`config.mk`:
```
export PLATFORM = sky130hd
export DESIGN_NAME = hazard_ctrl
export DESIGN_NICKNAME = d
export VERILOG_FILES = /design/src/rtl/hazard_ctrl.sv
export SDC_FILE = /design/constraint.sdc
export NUM_CORES = 1
export LEC_CHECK = 0
export ABC_AREA = 1
export BUFFER_PORTS_ARGS = -buffer_cell sky130_fd_sc_hd__buf_4
export CAP_MARGIN = 5
export CORE_MARGIN = 4
export CORE_UTILIZATION = 50
export DETAILED_ROUTE_END_ITERATION = 16
export PLACE_DENSITY_LB_ADDON = 0.05
export SYNTH_ARGS = -nofsm -noshare
export SYNTH_HDL_FRONTEND = slang
export SYNTH_SLANG_ARGS = --single-unit
```
`constraint.sdc`:
```
create_clock -name clk -period 3.25 [get_ports clk]
set_clock_uncertainty 0.1 [all_clocks]
set_input_delay 0.4875 -clock clk [delete_from_list [all_inputs] [get_ports clk]]
set_output_delay 0.4875 -clock clk [all_outputs]
set_load 0.05 [all_outputs]
```
`src/rtl/hazard_ctrl.sv`:
```
// -----------------------------------------------------------------------------
// hazard_ctrl
//
// Issue/stall control for an in-order pipeline. A 32-entry scoreboard tracks
// registers with pending writes. Decode may hand its instruction to execute
// only when all of the following hold:
//   - no source register is pending (RAW);
//   - the destination register is not pending (WAW);
//   - the in-flight window has room;
//   - no redirect (flush) is in progress.
// A writeback retiring in the same cycle bypasses the hazard on its register.
//
// Ports
//   clk, rst                 clock, synchronous active-high reset
//   id_valid_i               decoded instruction present in ID
//   id_rs1_i, id_rs2_i       source register indices
//   id_use_rs1_i/_rs2_i      source actually read
//   id_rd_i, id_wr_rd_i      destination index / instruction writes rd
//   ex_ready_i               execute can accept this cycle
//   wb_valid_i, wb_rd_i,
//   wb_wr_i                  retire strobe, its rd, and whether it wrote rd
//   flush_i                  redirect: kills all in-flight and ID state
//   issue_o                  ID instruction moves to EX this cycle
//   stall_o                  ID must hold its instruction
//   busy_o                   scoreboard, bit r = register r pending
//   inflight_o               issued but not yet retired instructions
//   stall_cnt_o              saturating count of stalled cycles
// -----------------------------------------------------------------------------
module hazard_ctrl #(
    parameter int MAX_INFLIGHT = 3,
    parameter int STALL_CNT_W  = 16
) (
    input  logic                   clk,
    input  logic                   rst,
    input  logic                   id_valid_i,
    input  logic [4:0]             id_rs1_i,
    input  logic [4:0]             id_rs2_i,
    input  logic                   id_use_rs1_i,
    input  logic                   id_use_rs2_i,
    input  logic [4:0]             id_rd_i,
    input  logic                   id_wr_rd_i,
    input  logic                   ex_ready_i,
    input  logic                   wb_valid_i,
    input  logic [4:0]             wb_rd_i,
    input  logic                   wb_wr_i,
    input  logic                   flush_i,
    output logic                   issue_o,
    output logic                   stall_o,
    output logic [31:0]            busy_o,
    output logic [2:0]             inflight_o,
    output logic [STALL_CNT_W-1:0] stall_cnt_o
);

    localparam logic [2:0] MAX_CNT = 3'(MAX_INFLIGHT);

    logic [31:0]            busy_reg;
    logic [31:0]            busy_next;
    logic [31:0]            hazard;
    logic [31:1]            retire_hit;
    logic [31:1]            set_hit;
    logic [2:0]             inflight_reg;
    logic [2:0]             inflight_next;
    logic [STALL_CNT_W-1:0] stall_cnt_reg;
    logic [STALL_CNT_W-1:0] stall_cnt_next;

    logic raw;
    logic waw;
    logic full;
    logic issue;
    logic stall;
    logic retire_eff;

    // -------------------------------------------------------------------------
    // Per-register scoreboard slice. x0 is hardwired: never pending, never a
    // hazard, so its slice is not generated at all.
    // -------------------------------------------------------------------------
    assign hazard[0]    = 1'b0;
    assign busy_next[0] = 1'b0;

    generate
        for (genvar gi = 1; gi < 32; gi++) begin : g_sb
            assign retire_hit[gi] = wb_valid_i && wb_wr_i && (wb_rd_i == 5'(gi));
            assign set_hit[gi]    = issue && id_wr_rd_i && (id_rd_i == 5'(gi));

            // A register retiring this cycle is already safe to read.
            assign hazard[gi] = busy_reg[gi] && !retire_hit[gi];

            // Flush wins; otherwise a new writer outranks a retiring one, since
            // the new write is the younger and still outstanding.
            always_comb begin
                busy_next[gi] = busy_reg[gi];
                if (flush_i) begin
                    busy_next[gi] = 1'b0;
                end else if (set_hit[gi]) begin
                    busy_next[gi] = 1'b1;
                end else if (retire_hit[gi]) begin
                    busy_next[gi] = 1'b0;
                end
            end
        end
    endgenerate

    // -------------------------------------------------------------------------
    // Issue decision
    // -------------------------------------------------------------------------
    assign raw  = (id_use_rs1_i && hazard[id_rs1_i]) ||
                  (id_use_rs2_i && hazard[id_rs2_i]);
    // hazard[0] is constant zero, so the rd!=0 term is implied; kept explicit
    // to make the x0 exemption obvious at this point.
    assign waw  = id_wr_rd_i && (id_rd_i != 5'd0) && hazard[id_rd_i];
    // A retire frees a slot in the same cycle, so a full window still admits.
    assign full = (inflight_reg == MAX_CNT) && !wb_valid_i;

    assign issue = id_valid_i && ex_ready_i && !raw && !waw && !full && !flush_i;
    assign stall = id_valid_i && !issue && !flush_i;

    // -------------------------------------------------------------------------
    // In-flight counter. A retire seen with nothing outstanding is spurious
    // and dropped so the counter never wraps below zero.
    // -------------------------------------------------------------------------
    assign retire_eff = wb_valid_i && (inflight_reg != 3'd0);

    always_comb begin
        inflight_next = inflight_reg;
        if (flush_i) begin
            inflight_next = 3'd0;
        end else begin
            unique case ({issue, retire_eff})
                2'b10:   inflight_next = inflight_reg + 3'd1;
                2'b01:   inflight_next = inflight_reg - 3'd1;
                default: inflight_next = inflight_reg;
            endcase
        end
    end

    // -------------------------------------------------------------------------
    // Stall counter: saturates at all-ones, deliberately ignores flush so it
    // reflects total lost cycles across redirects.
    // -------------------------------------------------------------------------
    always_comb begin
        stall_cnt_next = stall_cnt_reg;
        if (stall && !(&stall_cnt_reg)) begin
            stall_cnt_next = stall_cnt_reg + 1'b1;
        end
    end

    // -------------------------------------------------------------------------
    // State registers; reset overrides flush, issue and retire.
    // -------------------------------------------------------------------------
    always_ff @(posedge clk) begin
        if (rst) begin
            busy_reg      <= '0;
            inflight_reg  <= '0;
            stall_cnt_reg <= '0;
        end else begin
            busy_reg      <= busy_next;
            inflight_reg  <= inflight_next;
            stall_cnt_reg <= stall_cnt_next;
        end
    end

    assign issue_o     = issue;
    assign stall_o     = stall;
    assign busy_o      = busy_reg;
    assign inflight_o  = inflight_reg;
    assign stall_cnt_o = stall_cnt_reg;

endmodule

```
# Word level (Yosys, flattened, before mapping)

Index checks and enable logic that the tools add are counted.

Flip-flop bits (word level): 51
Output and inout bits: 53
Word-level logic and storage cells: 358

$add $sub $neg: 3
Magnitude comparators: 3
Eq/ne operators: 65
Mux-type cells: 69
Reductions and logical operators: 184

Operators by type and width:

| operator                                                              | number |
|---|---|
| 5-bit equality test, second input constant                            | 32 |
| 1-bit logical AND                                                     | 109 |
| 5-bit by 4-bit equality test with 1-bit output, second input constant | 16 |
| 1-bit 2-to-1 mux                                                      | 65 |
| 2-bit nonzero test                                                    | 32 |
| 5-bit by 3-bit equality test with 1-bit output, second input constant | 8 |
| 1-bit zero test                                                       | 38 |
| 5-bit by 2-bit equality test with 1-bit output, second input constant | 4 |
| 5-bit by 6-bit < comparator with 1-bit output, second input constant  | 3 |
| 16-bit by 1-bit adder with 16-bit output, second input constant       | 1 |
| 16-bit AND reduction                                                  | 1 |
| 1-bit binary-select mux with 5-bit select                             | 3 |
| 5-bit by 1-bit equality test with 1-bit output, second input constant | 2 |
| 3-bit case mux with 2 select lines                                    | 1 |
| 5-bit nonzero test                                                    | 1 |
| 3-bit by 1-bit adder with 3-bit output, second input constant         | 1 |
| 3-bit by 2-bit equality test with 1-bit output, second input constant | 1 |
| 3-bit nonzero test                                                    | 1 |
| 3-bit by 1-bit subtractor with 3-bit output, second input constant    | 1 |
| 2-bit by 1-bit equality test with 1-bit output, second input constant | 1 |
| 2-bit equality test, second input constant                            | 1 |
| 2-bit OR reduction                                                    | 1 |
| 1-bit logical OR                                                      | 1 |

# Longest topological paths before layout

Gate-level depths: netlist of run 1.

Depth in word-level cells: 17
Mapped depth: 22
Depth with buffers taken out: 21

# Worst setup path before layout of run 1

No wires, ideal clock.

Kind: input to register
From: input port id_rs1_i[0]
To: register inflight_reg[2], in the netlist inflight_o[2]
Setup time: 0.058 ns
Data arrival time: 2.956 ns
Setup slack: 0.137 ns
Stages: 19
Path buffers: 3
Path through: clkbuf_1 inv_1 clkbuf_1 nand3_1 nand3_1 nand3_1 nand3_1 nand2_1 nand2_1 nand3_1 nand3_4 buf_2 ha_1 inv_1 fa_1 a21oi_1 o21ai_0 a21oi_1 o21a_1

Cells in the longest elaborated chain, start to end: 11
Elaborated cells between the ends (all ways): 13
Classes of those cells: 2 x eq/ne; 3 x mux; 8 x reduce/logical

Ends and longest elaborated chain:

| what                                                                                         | RTL line | RTL |
|---|---|---|
| start, declared                                                                              | 36       | `input logic [4:0] id_rs1_i,` |
| 1-bit binary-select mux with 5-bit select (*)                                                | 106      | `assign raw = (id_use_rs1_i && hazard[id_rs1_i]) \|\|` |
| 1-bit 2-to-1 mux (implied by the code) (*)                                                   | 106      |  |
| 1-bit logical AND (*)                                                                        | 106      |  |
| 1-bit logical OR (*)                                                                         | 106      |  |
| 1-bit zero test (*)                                                                          | 114      | `assign issue = id_valid_i && ex_ready_i && !raw && !waw && !full && !flush_i;` |
| 1-bit logical AND (*) (4 in series)                                                          | 114      |  |
| 2-bit by 1-bit equality test with 1-bit output / 2-bit equality test (equally long branches) | 128      | `unique case ({issue, retire_eff})` |
| 3-bit case mux with 2 select lines / 2-bit nonzero test (equally long branches)              | --       |  |
| end signal, assigned                                                                         | 157      | `inflight_reg <= inflight_next;` |
| end, declared                                                                                | 61       | `logic [2:0] inflight_reg;` |

Every way passes the cells marked *; elsewhere a longest branch is shown, timed or not. The select of a mux whose other input is x is not followed.
A chain may end at the register's enable or synchronous reset.

# Final worst setup path of run 1

From: input port wb_valid_i
To: output port stall_o

Cells in the longest elaborated chain, start to end: 16
Elaborated cells between the ends (all ways): 116
Classes of those cells: 6 x mux; 110 x reduce/logical

Ends and longest elaborated chain:

| what                                                         | RTL line | RTL |
|---|---|---|
| start, declared                                              | 43       | `input logic wb_valid_i,` |
| 1-bit logical AND (2 in series)                              | 82       | `assign retire_hit[gi] = wb_valid_i && wb_wr_i && (wb_rd_i == 5'(gi));` |
| 1-bit zero test                                              | 86       | `assign hazard[gi] = busy_reg[gi] && !retire_hit[gi];` |
| 1-bit logical AND                                            | 86       |  |
| 1-bit binary-select mux with 5-bit select (on tied branches) | 106, 107 |  |
| 1-bit 2-to-1 mux (on tied branches)                          | 106, 107 |  |
| 1-bit logical AND (on tied branches)                         | 106, 107 |  |
| 1-bit logical OR                                             | 106      |  |
| 1-bit zero test                                              | 114      |  |
| 1-bit logical AND (2 in series)                              | 114      |  |
| 1-bit logical AND (*) (2 in series)                          | 114      |  |
| 1-bit zero test (*)                                          | 115      | `assign stall = id_valid_i && !issue && !flush_i;` |
| 1-bit logical AND (*) (2 in series)                          | 115      |  |
| end, declared                                                | 48       | `output logic stall_o,` |

Marked as above.

==> results list, run 1 <==
- CP max stage cell: nor2_2
- Period utilisation layout: 96.4%
- The initial antenna violation count was 0.
* Hold slack: 0.415 ns
- Crit. End Element: output port
* Post-DP HPWL: 10600 µm
- Die width: 95.5 µm
- Counting the fill cells in the layout gives 701.
- TritonCTS created 5 clock buffers.
* Power consumption: 1.41 mW
- Category of the critical setup timing path: primary input to output port
- Once routing completed, OpenROAD measured the worst setup slack at 0.118 ns.
- Number of global-route vias before repair: 4341
* Leakage component of the power: 2.03 nW
* Critical hold path startpoint: inflight_o[0]
* Beginning of the critical path: wb_valid_i
- Maximum number of pins on one net before global-route repair: 35
* Highest clock rate: 0.319 GHz
- Root Driver: clkbuf_8
* Post-detailed-placement cell area: 0.00450 mm²
- Pre-CTS setup slack: -0.154 ns
- Mapped Area: 0.00383 mm²
- On the worst path, the slowest cell contributes a delay of 0.34 ns.
- Startpoint of the most critical register-to-register path: busy_o[4]
- Initial core utilization: 52.2%
- Pwr Density: 302 mW/mm²
- Once detail routing completed, the nets flagged for antenna violations numbered 0.
* Clock Pin Slew Worst Setup and Hold Paths: 0.10 ns
- TritonCTS built the clock tree.
- The clock drives 50 sinks.
- Fraction of post-synthesis cell area in the top cell type by area: 26.1%
- Number of diodes: 0
- # DRC: 0
- Of all flip-flops after synthesis, the portion carrying an async set or reset was 0%.
- Setup violations remaining at the end of the flow were counted as 0.
- The worst register-to-register path ends at inflight_o[2].
- DIE AREA: 0.00912 mm²
- During I/O placement, the number of pins put on the boundary was 83.
- Summing the sequential cell areas from Yosys gives 26.1% of the chip area.
- Yosys mapped a number of flops with a built-in enable equal to 0.
- Synthesized netlist net count: 721
- Synthesis handed over a netlist of 688 instances.
- The finished cells cover 0.00469 mm².
- The floorplan step defined a core boundary enclosing 0.00733 mm².
- In this run the worst path has a maximum fanout of 19.
- The hold violation count in the final report was 0.
- For this run, the detailed router's first-pass iteration total came to 5.
- Using the TritonRoute via totals, the vias-per-cell ratio works out to 5.62.
- Worst Hold Class: flip-flop to flip-flop
- The commonest cells after synthesis are nand2_1, nand3_1, inv_1.
* Clk_lat worst skew: 0.31 ns
- Setup repair after global routing could not meet its margin everywhere.
* Run status: finished, final reports clean
- Setup slack of the worst register-to-register path: 0.42 ns
- For this run, the leading register cell type out of synthesis is dfxtp_1.
- Area growth from synthesis to final layout: 22.5%
- Cell with the most instances after synthesis: nand2_1
* Avg WL per Cell: 16.0 µm
- At the pin with the least slew margin, the transition time is 0.723 ns.
* Max H-tree Level: 2
- The worst pin sits at a relative slew slack of 51.8%.
- After detailed routing, the total wire length is 13800 µm.
- Clock tree buffer depth: 2
* Shortest period the worst path allows: 3.13 ns
- Avg Cell Area, Syn: 5.56 µm²
- The count of buffers added on input and output ports is 81.
* Synthesis-stage register bit count: 50
* Core Rows: 31
* Area taken by multi-input logic gates: 0.00237 mm²
* Fin. max-slew vios: 0
* Required time at the endpoint of the critical path: 2.66 ns
* Via Count: 4843
- Global routing consumed, over all layers together, 30.2% of the routing resources.
* Max-Cap Viols: 0
- The signal on the critical path passes through buf_4, nand2_2, nor2_2, nand2_1, nand2_1, nand2_1, nand3_1, nand2_1, inv_1, nor2_1, nand2_1, nand2_1, a21oi_2, nand3_4, buf_6, nand2_1, inv_1, buf_4.
* Count of cell types in the netlist: 29
- By instance count, the cell type seen most on the critical path is nand2_1.
- Worst r2r path cells: 16
- Registers take 0.00100 mm².
* Number of violations reported at the end of detailed-routing iteration 0: 543
- Summed over all instances, the cell type with the most area after synthesis is dfxtp_1.
* Routability congestion estimate: 1.07
- Measured along the y axis, the die boundary spans 95.5 µm.
- End point of the critical path: stall_o
* Share of final-layout standard cells stronger than drive strength 1: 15.3%
- Data arrival time of the critical path: 2.54 ns
- Across the VDD grid, the largest voltage drop is 0.236 mV.
* Syn. warnings: 0
* Worst setup SP type: primary input
* Most area-consuming cells after synthesis: dfxtp_1, nand2_1, nand3_1, inv_1, nor2_1
- After the last flow step, the layout net total stands at 795.
- The total overflow left after global routing is 0.
* Wire length of the first global-routing pass: 21600 µm
-- report_power, final --
part	leakage (nW)	switching [mW]	internal, mW	total [mW]
registers	0.403	0.00395	0.616	0.620
clock network	0.0683	0.224	0.309	0.532
logic	1.56	0.176	0.0858	0.262
-- area by class of cell --
class / count / area share, %
multi-input combinational: 523 / 50.6
sequential: 50 / 21.3
timing repair buffer: 94 / 15.4
inverter: 88 / 7.04
tap: 99 / 2.64
clock buffer: 5 / 1.47
clock inverter: 3 / 1.47
-- cell families (layout without fill, tap and decap cells) --
family	Yosys count	in the layout	share of synthesized area (%)
AND/OR/NAND/NOR	468	469	53.1
buffers and inverters	116	190	12.4
flip-flops	50	50	26.1
other	1	1	0.0979
AO/OA/AOI/OAI	49	49	6.90
XOR/XNOR	1	1	0.229
adder cells (fa/ha/maj)	3	3	1.18
-- critical path, delay by kind of cell --
| family | cells | cell delay [ns] |
|---|---|---|
| buffers and inverters | 5 | 0.54 |
| AOI/OAI and AO/OA | 1 | 0.18 |
| and+or+nand+nor | 12 | 1.34 |
-- worst min path at each step --
stage | endpoint | cells past startpoint | slack (ns)
6_report | inflight_o[0] | 2 | 0.42
5_1_grt | inflight_o[0] | 2 | 0.45
4_1_cts | inflight_o[0] | 2 | 0.43
3_5_place_dp | inflight_o[0] | 2 | 0.41
3_3_place_gp | inflight_o[0] | 2 | 0.39
2_1_floorplan | inflight_o[0] | 2 | 0.59
-- state kept, by name, summed over array words and instances (netlist names) --
signal	cells
busy_o	31
inflight_o	3
stall_cnt_o	16
-- layer usage --
metal  vias up  part of all wire, %  global-route usage, %
met5         -                    0                      0
met4         0                 0.88                   7.35
met3        12                   14                   7.50
met2       357                   41                   42.3
met1      2127                   44                   45.9
li1       2347                    -                      -
-- metrics by stage --
| stage | TNS (ns) | util [%] | cells |
|---|---|---|---|
| 2_1_floorplan | 0 | - | 688 |
| 3_3_place_gp | 0 | 61.4 | 851 |
| 3_5_place_dp | -0.154 | 61.4 | 851 |
| 4_1_cts | 0 | 63.3 | 859 |
| 5_1_grt | -0.0206 | 64.0 | 862 |
| 6_report | 0 | 64.0 | 862 |
-- layout by cell type, fill, tap and decap left out, types with 2 or more instances in the layout --
cell,n
nand2_1,218
nand3_1,124
buf_4,92
inv_1,87
nor2_1,76
dfxtp_1,50
a21oi_1,38
nor3_1,20
nand4_1,16
clkbuf_8,5
nor2_4,4
nor2_2,4
o21ai_0,3
nor4_1,3
or2_2,2
a21oi_2,2
ha_1,2
bufinv_16,2
-- timing repair --
item	4_1_cts	5_1_grt
resized for setup	0	6
setup endpoints to repair	0	3
hold buffers	0	0
setup buffers	0	2
endpoints found under the hold margin	0	0
Power figures use the tool's default switching activity.
==> run 2, diff against run 1 <==
--- a/config.mk
+++ b/config.mk
@@ -14,2 +14,3 @@
 export PLACE_DENSITY_LB_ADDON = 0.05
+export SLEW_MARGIN = 20
 export SYNTH_ARGS = -nofsm -noshare
==> constraint.sdc (replaced) <==
create_clock -name clk -period 3.25 [get_ports clk]
set_clock_uncertainty 0.1 [all_clocks]
set_input_delay 0.1625 -clock clk [delete_from_list [all_inputs] [get_ports clk]]
set_output_delay 0.1625 -clock clk [all_outputs]
set_load 0.05 [all_outputs]
==> results list, run 2 (synthesized netlist as in run 1, its figures left out) <==
- Endpoints failing setup: 0 (unchanged)
* Remaining max-slew budget at the tightest pin: 53.8% (was 51.8%)
- The maximum fanout encountered on the critical timing path is 34 (was 19).
- Clock Pin Slew Worst Setup and Hold Paths: 0.09 ns (was 0.10 ns)
* Root Driver: clkbuf_8 (unchanged)
* Pre-CTS setup slack: 0.293 ns (was -0.154 ns)
- Switching share of total power: 31.6% (was 28.6%)
- The number of search-and-repair iterations in the first detailed-routing pass was 5 (unchanged).
* WL final: 13300 µm (was 13800 µm)
- The category of the worst setup path capture point is an output port (unchanged).
- The time the final worst path needs with I/O delays and setup was 2.86 ns (was 3.13 ns).
- Clock Sinks: 50 (unchanged)
* Nets@finish: 787 (was 795)
* Wire length of the first global-routing pass: 21100 µm (was 21600 µm)
* Fin. max-slew vios: 0 (unchanged)
- The cell-internal power came to 0.867 mW (was 1.01 mW).
* # fillers: 743 (was 701)
- Number of violations reported at the end of detailed-routing iteration 0: 527 (was 543)
* Pwr Density: 278 mW/mm² (was 302 mW/mm²)
* Cell repeated most along the worst path: nand2_1 (unchanged)
* Sum of overflow across all layers after global routing: 0 (unchanged)
- Leakage component of the power: 1.97 nW (was 2.03 nW)
- The chip width is 95.5 µm (unchanged).
* Crit Reg-Reg Endpoint: inflight_o[2] (unchanged)
* CTS-repair resized insts: 0 (unchanged)
* Via Count: 4756 (was 4843)
* Area of the core region: 0.00733 mm² (unchanged)
- The standard-cell row count is 31 (unchanged).
* Worst r2r path cells: 16 (unchanged)
- Buf/Inv on CP: 4 (was 5)
- The overall die area came to 0.00912 mm² (unchanged).
* Category of the critical setup timing path: flip-flop to output port (was primary input to output port)
- The clock buffer count from CTS is 5 (unchanged).
- The setup slack on the worst flop-to-flop path was 0.39 ns (was 0.42 ns).
- The maximum single-stage delay on the critical path came to 0.40 ns (was 0.34 ns).
- Maximum number of pins on one net before global-route repair: 35 (unchanged)
- Routability congestion estimate: 1.05 (was 1.07)
- The average via count per standard cell is 5.57 (was 5.62).
- Number of stages on the worst setup path: 13 (was 18)
* All-layer global routing usage: 29.3% (was 30.2%)
- Top-level port count: 83 (unchanged)
- The number of input and output port buffers inserted was 81 (unchanged).
- End point of the critical path: stall_o (unchanged)
- The height of the chip was 95.5 µm (unchanged).
- Final ANT Viol Nets: 0 (unchanged)
* # DRC: 0 (unchanged)
- The maximum buffer depth of the clock tree is 2 (unchanged).
- Required time at the endpoint of the critical path: 2.99 ns (was 2.66 ns)
* Largest register FFs: 31 (unchanged)
- Power consumption: 1.27 mW (was 1.41 mW)
- Setup repair after global routing missed its margin: false (was true).
* Worst setup SP type: flip-flop (was primary input)
* Post-CTS Hold Fix Bufs: 0 (unchanged)
* Startpoint of the most critical register-to-register path: busy_o[4] (unchanged)
- Worst Hold Class: primary input to flip-flop (was flip-flop to flip-flop)
- The CTS tree is done (unchanged).
* Avg WL per Cell: 15.5 µm (was 16.0 µm)
- The start point of the critical path is busy_o[4] (was wb_valid_i).
- Initial core utilization: 52.2% (unchanged)
- Total Negative Setup Slacks: 0 ns (unchanged)
- Number of diodes: 0 (unchanged)
- Critical path's top delay family: buffers and inverters (was simple AND/OR/NAND/NOR gates)
- The post-detailed-placement half-perimeter wirelength came to 10300 µm (was 10600 µm).
- Post-CTS Setup Inserts: 0 (unchanged)
- Power share of the combinational group: 19.8% (was 18.5%)
- The share of total power in sequential cells is 48.9% (was 43.8%).
- Crit-path cells: a21boi_0, inv_1, a21oi_1, nand2_1, nor2_1, nand2_1, nand2_1, a21oi_2, nand3_4, buf_4, nand2_1, inv_1, buf_4 (was buf_4, nand2_2, nor2_2, nand2_1, nand2_1, nand2_1, nand3_1, nand2_1, inv_1, nor2_1, nand2_1, nand2_1, a21oi_2, nand3_4, buf_6, nand2_1, inv_1, buf_4).
- Post-layout worst setup margin: 0.389 ns (was 0.118 ns)
- The portion of the clock cycle consumed by the worst path in the final layout was 88.0% (was 96.4%).
- Number of failing hold endpoints at the final stage: 0 (unchanged)
- The most frequent standard cell in the layout excluding fill and tap cells is nand2_1 (unchanged).
- The fraction of layout cells with a size suffix above 1 was 13.9% (was 15.3%).
* Critical hold path startpoint: id_rd_i[4] (was inflight_o[0])
- The transition time at the pin with the least slew margin is 0.693 ns (was 0.723 ns).
* Max H-tree Level: 2 (unchanged)
- Run status: finished, final reports clean (unchanged).
- Max-Cap Viols: 0 (unchanged)
- Reported net switching power: 0.400 mW (was 0.404 mW)
* Portion of total power attributed to the clock network: 31.3% (was 37.6%)
- The insertion delay to the later sink of the worst-skew pair is 0.31 ns (about the same).
- Top library cells by usage in the layout, fill and taps aside: nand2_1, nand3_1, inv_1, buf_4, nor2_1 (was nand2_1, nand3_1, buf_4)
- The peak ir drop on the vdd network came to 0.195 mV (was 0.236 mV).
- The synthesis-to-finish area growth is 19.1% (was 22.5%).
* CP max stage cell: a21boi_0 (was nor2_2)
- The critical path data arrival time came to 2.60 ns (was 2.54 ns).
* Highest clock rate: 0.350 GHz (was 0.319 GHz)
- The initial antenna violation count was 0 (unchanged).
* Number of global-route vias before repair: 4083 (was 4341)
[run 2: how the worst min path moves through the flow]
stage,to,slack (ns),depth (start not counted)
after floorplan,stall_cnt_o[1],0.28,3
after global routing,busy_o[1],0.20,4
after detailed placement,inflight_o[0],0.40,2
after CTS,busy_o[12],0.16,4
final,busy_o[12],0.17,4
after global placement,inflight_o[0],0.39,2
[run 2: worst register-to-register path, cell delays in order, from the launching register on]
cell and delay (ns):
dfxtp_1 0.39, a21boi_0 0.40, inv_1 0.16, a21oi_1 0.15, nand2_1 0.06, nor2_1 0.10, nand2_1 0.05, nand2_1 0.12
a21oi_2 0.09, nand3_4 0.07, ha_1 0.15, inv_1 0.07, fa_1 0.37, a21oi_1 0.14, o21ai_0 0.12, a21oi_1 0.14
o21a_1 0.14
[run 2: layer usage]
metal,share of wire [%],routed length (µm),up-vias,track usage (%)
met1,44,5880,2065,44.5
met4,2.1,275,0,7.23
met5,0,0,-,0
met3,14,1880,29,7.89
li1,-,-,2332,-
met2,39,5240,330,40.5
[run 2: power groups by stage]
stage / clock network [mW] / logic, mW / registers, mW
3_3_place_gp: 0 / 0.244 / 0.634
6_report: 0.397 / 0.251 / 0.619
5_1_grt: 0.426 / 0.276 / 0.620
3_5_place_dp: 0 / 0.246 / 0.634
2_1_floorplan: 0 / 0.154 / 0.646
4_1_cts: 0.406 / 0.246 / 0.620
[run 2: through the flow]
stage / utilization (%) / std cells / instance area [µm²] / hold WS [ns]
after detailed placement: 60.9 / 846 / 4470 / 0.396
final: 62.2 / 854 / 4560 / 0.175
after global routing: 62.2 / 854 / 4560 / 0.201
after global placement: 60.9 / 846 / 4470 / 0.389
after floorplan: - / 688 / 3830 / 0.276
after CTS: 62.2 / 854 / 4560 / 0.164
[run 2: cell type report]
class	count	area, µm²	area share (%)
Clock inverter	2	12.5	0.274
Sequential cell	50	1000	21.9
Inverter	88	330	7.24
Timing Repair Buffer	87	653	14.3
Clock buffer	6	82.6	1.81
Tap cell	99	124	2.72
Multi-Input combinational cell	522	2360	51.7
==> run 3, diff against run 2 <==
--- a/constraint.sdc
+++ b/constraint.sdc
@@ -4,2 +4,2 @@
 set_output_delay 0.1625 -clock clk [all_outputs]
-set_load 0.05 [all_outputs]
+set_load 0.1 [all_outputs]
==> results list, run 3 (synthesized netlist as in run 1, its figures left out) <==
- Crit-path cells: a21boi_0, inv_1, a21oi_1, nand2_1, nor2_1, nand2_1, nand2_1, a21oi_2, nand3_4, buf_4, nand2_1, inv_1, buf_4 (unchanged).
- The maximum buffer depth of the clock tree is 2 (unchanged).
* Shortest period the worst path allows: 2.91 ns (was 2.86 ns)
* Max-Cap Viols: 0 (unchanged)
* Share of the core filled with cells in the final layout: 62.3% (was 62.2%)
- The peak ir drop on the vdd network was 0.255 mV (was 0.195 mV).
- Post-layout worst setup margin: 0.344 ns (was 0.389 ns)
- The clock input transition at the sequential cells of the worst setup and hold paths was 0.09 ns (about the same).
- The post-detailed-placement half-perimeter wirelength came to 10500 µm (was 10300 µm).
- The cell with the most instances on the worst path is nand2_1 (unchanged).
- The count of inserted antenna diode cells was 0 (unchanged).
- The met1 usage in global routing came to 46.8% (was 44.5%).
* Clk_lat worst skew: 0.30 ns (was 0.31 ns)
* Clock tree from TritonCTS: done (unchanged)
- The transition time at the pin with the least slew margin came to 0.691 ns (was 0.693 ns).
* Area of the core region: 0.00733 mm² (unchanged)
- The category of the worst setup path capture point is an output port (unchanged).
- Root Driver: clkbuf_8 (unchanged)
* Total Negative Setup Slacks: 0 ns (unchanged)
* Final ANT Viol Nets: 0 (unchanged)
- The TritonCTS sink count is 50 (unchanged).
- The number of search-and-repair iterations in the first detailed-routing pass came to 6 (was 5).
- Leakage component of the power: 1.97 nW (about the same)
- Beginning of the critical path: busy_o[4] (unchanged)
* Avg WL per Cell: 15.8 µm (was 15.5 µm)
* Post-CTS Setup Inserts: 0 (unchanged)
* Number of antenna violations at the first check in global routing: 0 (unchanged)
- Remaining max-slew budget at the tightest pin: 53.9% (was 53.8%)
* Worst setup SP type: flip-flop (unchanged)
- The wire length reported by the detailed router is 13500 µm (was 13300 µm).
- Worst Hold Class: primary input to flip-flop (unchanged)
- The worst-case setup slack after placement was 0.299 ns (was 0.293 ns).
- The synthesis-to-finish area growth is 19.2% (was 19.1%).
- All-layer global routing usage: 29.7% (was 29.3%)
* Met3 usage: 7.50% (was 7.89%)
- Nets@finish: 786 (was 787)
- Power consumption: 1.34 mW (was 1.27 mW)
* Largest fanout of any net on the critical path: 34 (unchanged)
- Core Rows: 31 (unchanged)
* Die width: 95.5 µm (unchanged)
- The average via count per standard cell is 5.74 (was 5.57).
- The global-route wire length before repair came to 21400 µm (was 21100 µm).
- The fraction of layout cells with a size suffix above 1 came to 13.7% (was 13.9%).
- Setup repair after global routing missed its margin: false (unchanged)
- Top library cells by usage in the layout, fill and taps aside: nand2_1, nand3_1, inv_1 (was nand2_1, nand3_1, inv_1, buf_4, nor2_1)
* Startpoint of the most critical register-to-register path: busy_o[4] (unchanged)
- Required time at the endpoint of the critical path: 2.99 ns (about the same)
- GR Util met2: 39.9% (was 40.5%)
- The level count of the clock H-tree is 2 (unchanged).
* Run status: finished, final reports clean (unchanged)
* Post-route non-filler standard cell count: 853 (was 854)
* Largest register FFs: 31 (unchanged)
* DIE AREA: 0.00912 mm² (unchanged)
* Critical hold path startpoint: id_rd_i[4] (unchanged)
- Number of buffers added on ports: 81 (unchanged)
* Period utilisation layout: 89.4% (was 88.0%)
- The number of violations reported at the end of detailed-routing iteration 0 came to 554 (was 527).
* Routing layer with the top usage in global route: met1 (unchanged)
- The via count of the first global-routing pass was 4178 (was 4083).
- The total power divided by cell area came to 293 mW/mm² (was 278 mW/mm²).
* Maximum number of pins on one net before global-route repair: 35 (unchanged)
- The clock buffer count from CTS is 5 (unchanged).
* Highest clock rate: 0.344 GHz (was 0.350 GHz)
- # DRC: 0 (unchanged)
- Commonest non-fill, non-tap cell in the layout: nand2_1 (unchanged)
* Via Count: 4894 (was 4756)
- The number of placed instances, taps included came to 845 (was 846).
- The number of buffers inserted for hold repair after clock tree synthesis was 0 (unchanged).
* Category of the critical setup timing path: flip-flop to output port (unchanged)
* Slowest cell delay on critical path: 0.43 ns (was 0.40 ns)
- Routability congestion estimate: 1.06 (was 1.05)
* Top-level port count: 83 (unchanged)
- Sum of overflow across all layers after global routing: 0 (unchanged)
* CTS-repair resized insts: 0 (unchanged)
- Data arrival time of the critical path: 2.64 ns (was 2.60 ns)
- Fin. max-slew vios: 0 (unchanged)
- Initial core utilization: 52.2% (unchanged)
* Number of failing hold endpoints at the final stage: 0 (unchanged)
- The count of final setup violators was 0 (unchanged).
- Height of the chip: 95.5 µm (unchanged)
* CP max stage cell: a21boi_0 (unchanged)
-- run 3: cell types whose count changed in the layout (fill, tap and decap cells not counted), sizes merged --
cell / before / now
bufinv: 0 / 1
clkinv: 1 / 0
clkbuf: 6 / 7
buf: 87 / 86
clkinvlp: 1 / 0
-- run 3: cell type report --
type,count,area (µm²)
Clock inverter,1,30.0
Inverter,88,330
Tap cell,99,124
Timing Repair Buffer,86,646
Multi-Input combinational cell,522,2360
Sequential cell,50,1000
Fill cell,762,2770
Clock buffer,7,76.3
-- run 3: through the flow --
stage / area [µm²] / hold WS, ns
6_report: 4570 / 0.196
5_1_grt: 4570 / 0.200
4_1_cts: 4570 / 0.180
3_5_place_dp: 4460 / 0.400
3_3_place_gp: 4460 / 0.387
2_1_floorplan: 3830 / 0.276
-- run 3: final timing paths --
path	to	slack, ns	cells past startpoint
setup / recovery	stall_o	0.34	13
setup reg to reg	inflight_o[2]	0.42	16
hold reg to reg	inflight_o[0]	0.41	2
hold / removal	busy_o[1]	0.20	4
-- run 3: power by group --
| group | switching (mW) | total, mW | internal, mW |
|---|---|---|---|
| clock network | 0.213 | 0.444 | 0.231 |
| logic | 0.195 | 0.274 | 0.0785 |
| registers | 0.00393 | 0.620 | 0.616 |
| total | 0.413 | 1.34 | 0.925 |
-- run 3: metal layers --
metal	vias up	wire [µm]
li1	2340	-
met1	2170	6080
met2	348	5260
met3	36	1890
met4	0	247
met5	-	0
-- run 3: critical path: cells and delay by family (launching register included) --
family | cells | cell delay (ns)
AOI/OAI and AO/OA | 3 | 0.67
buffers and inverters | 4 | 0.82
DFF | 1 | 0.36
and+or+nand+nor | 6 | 0.46
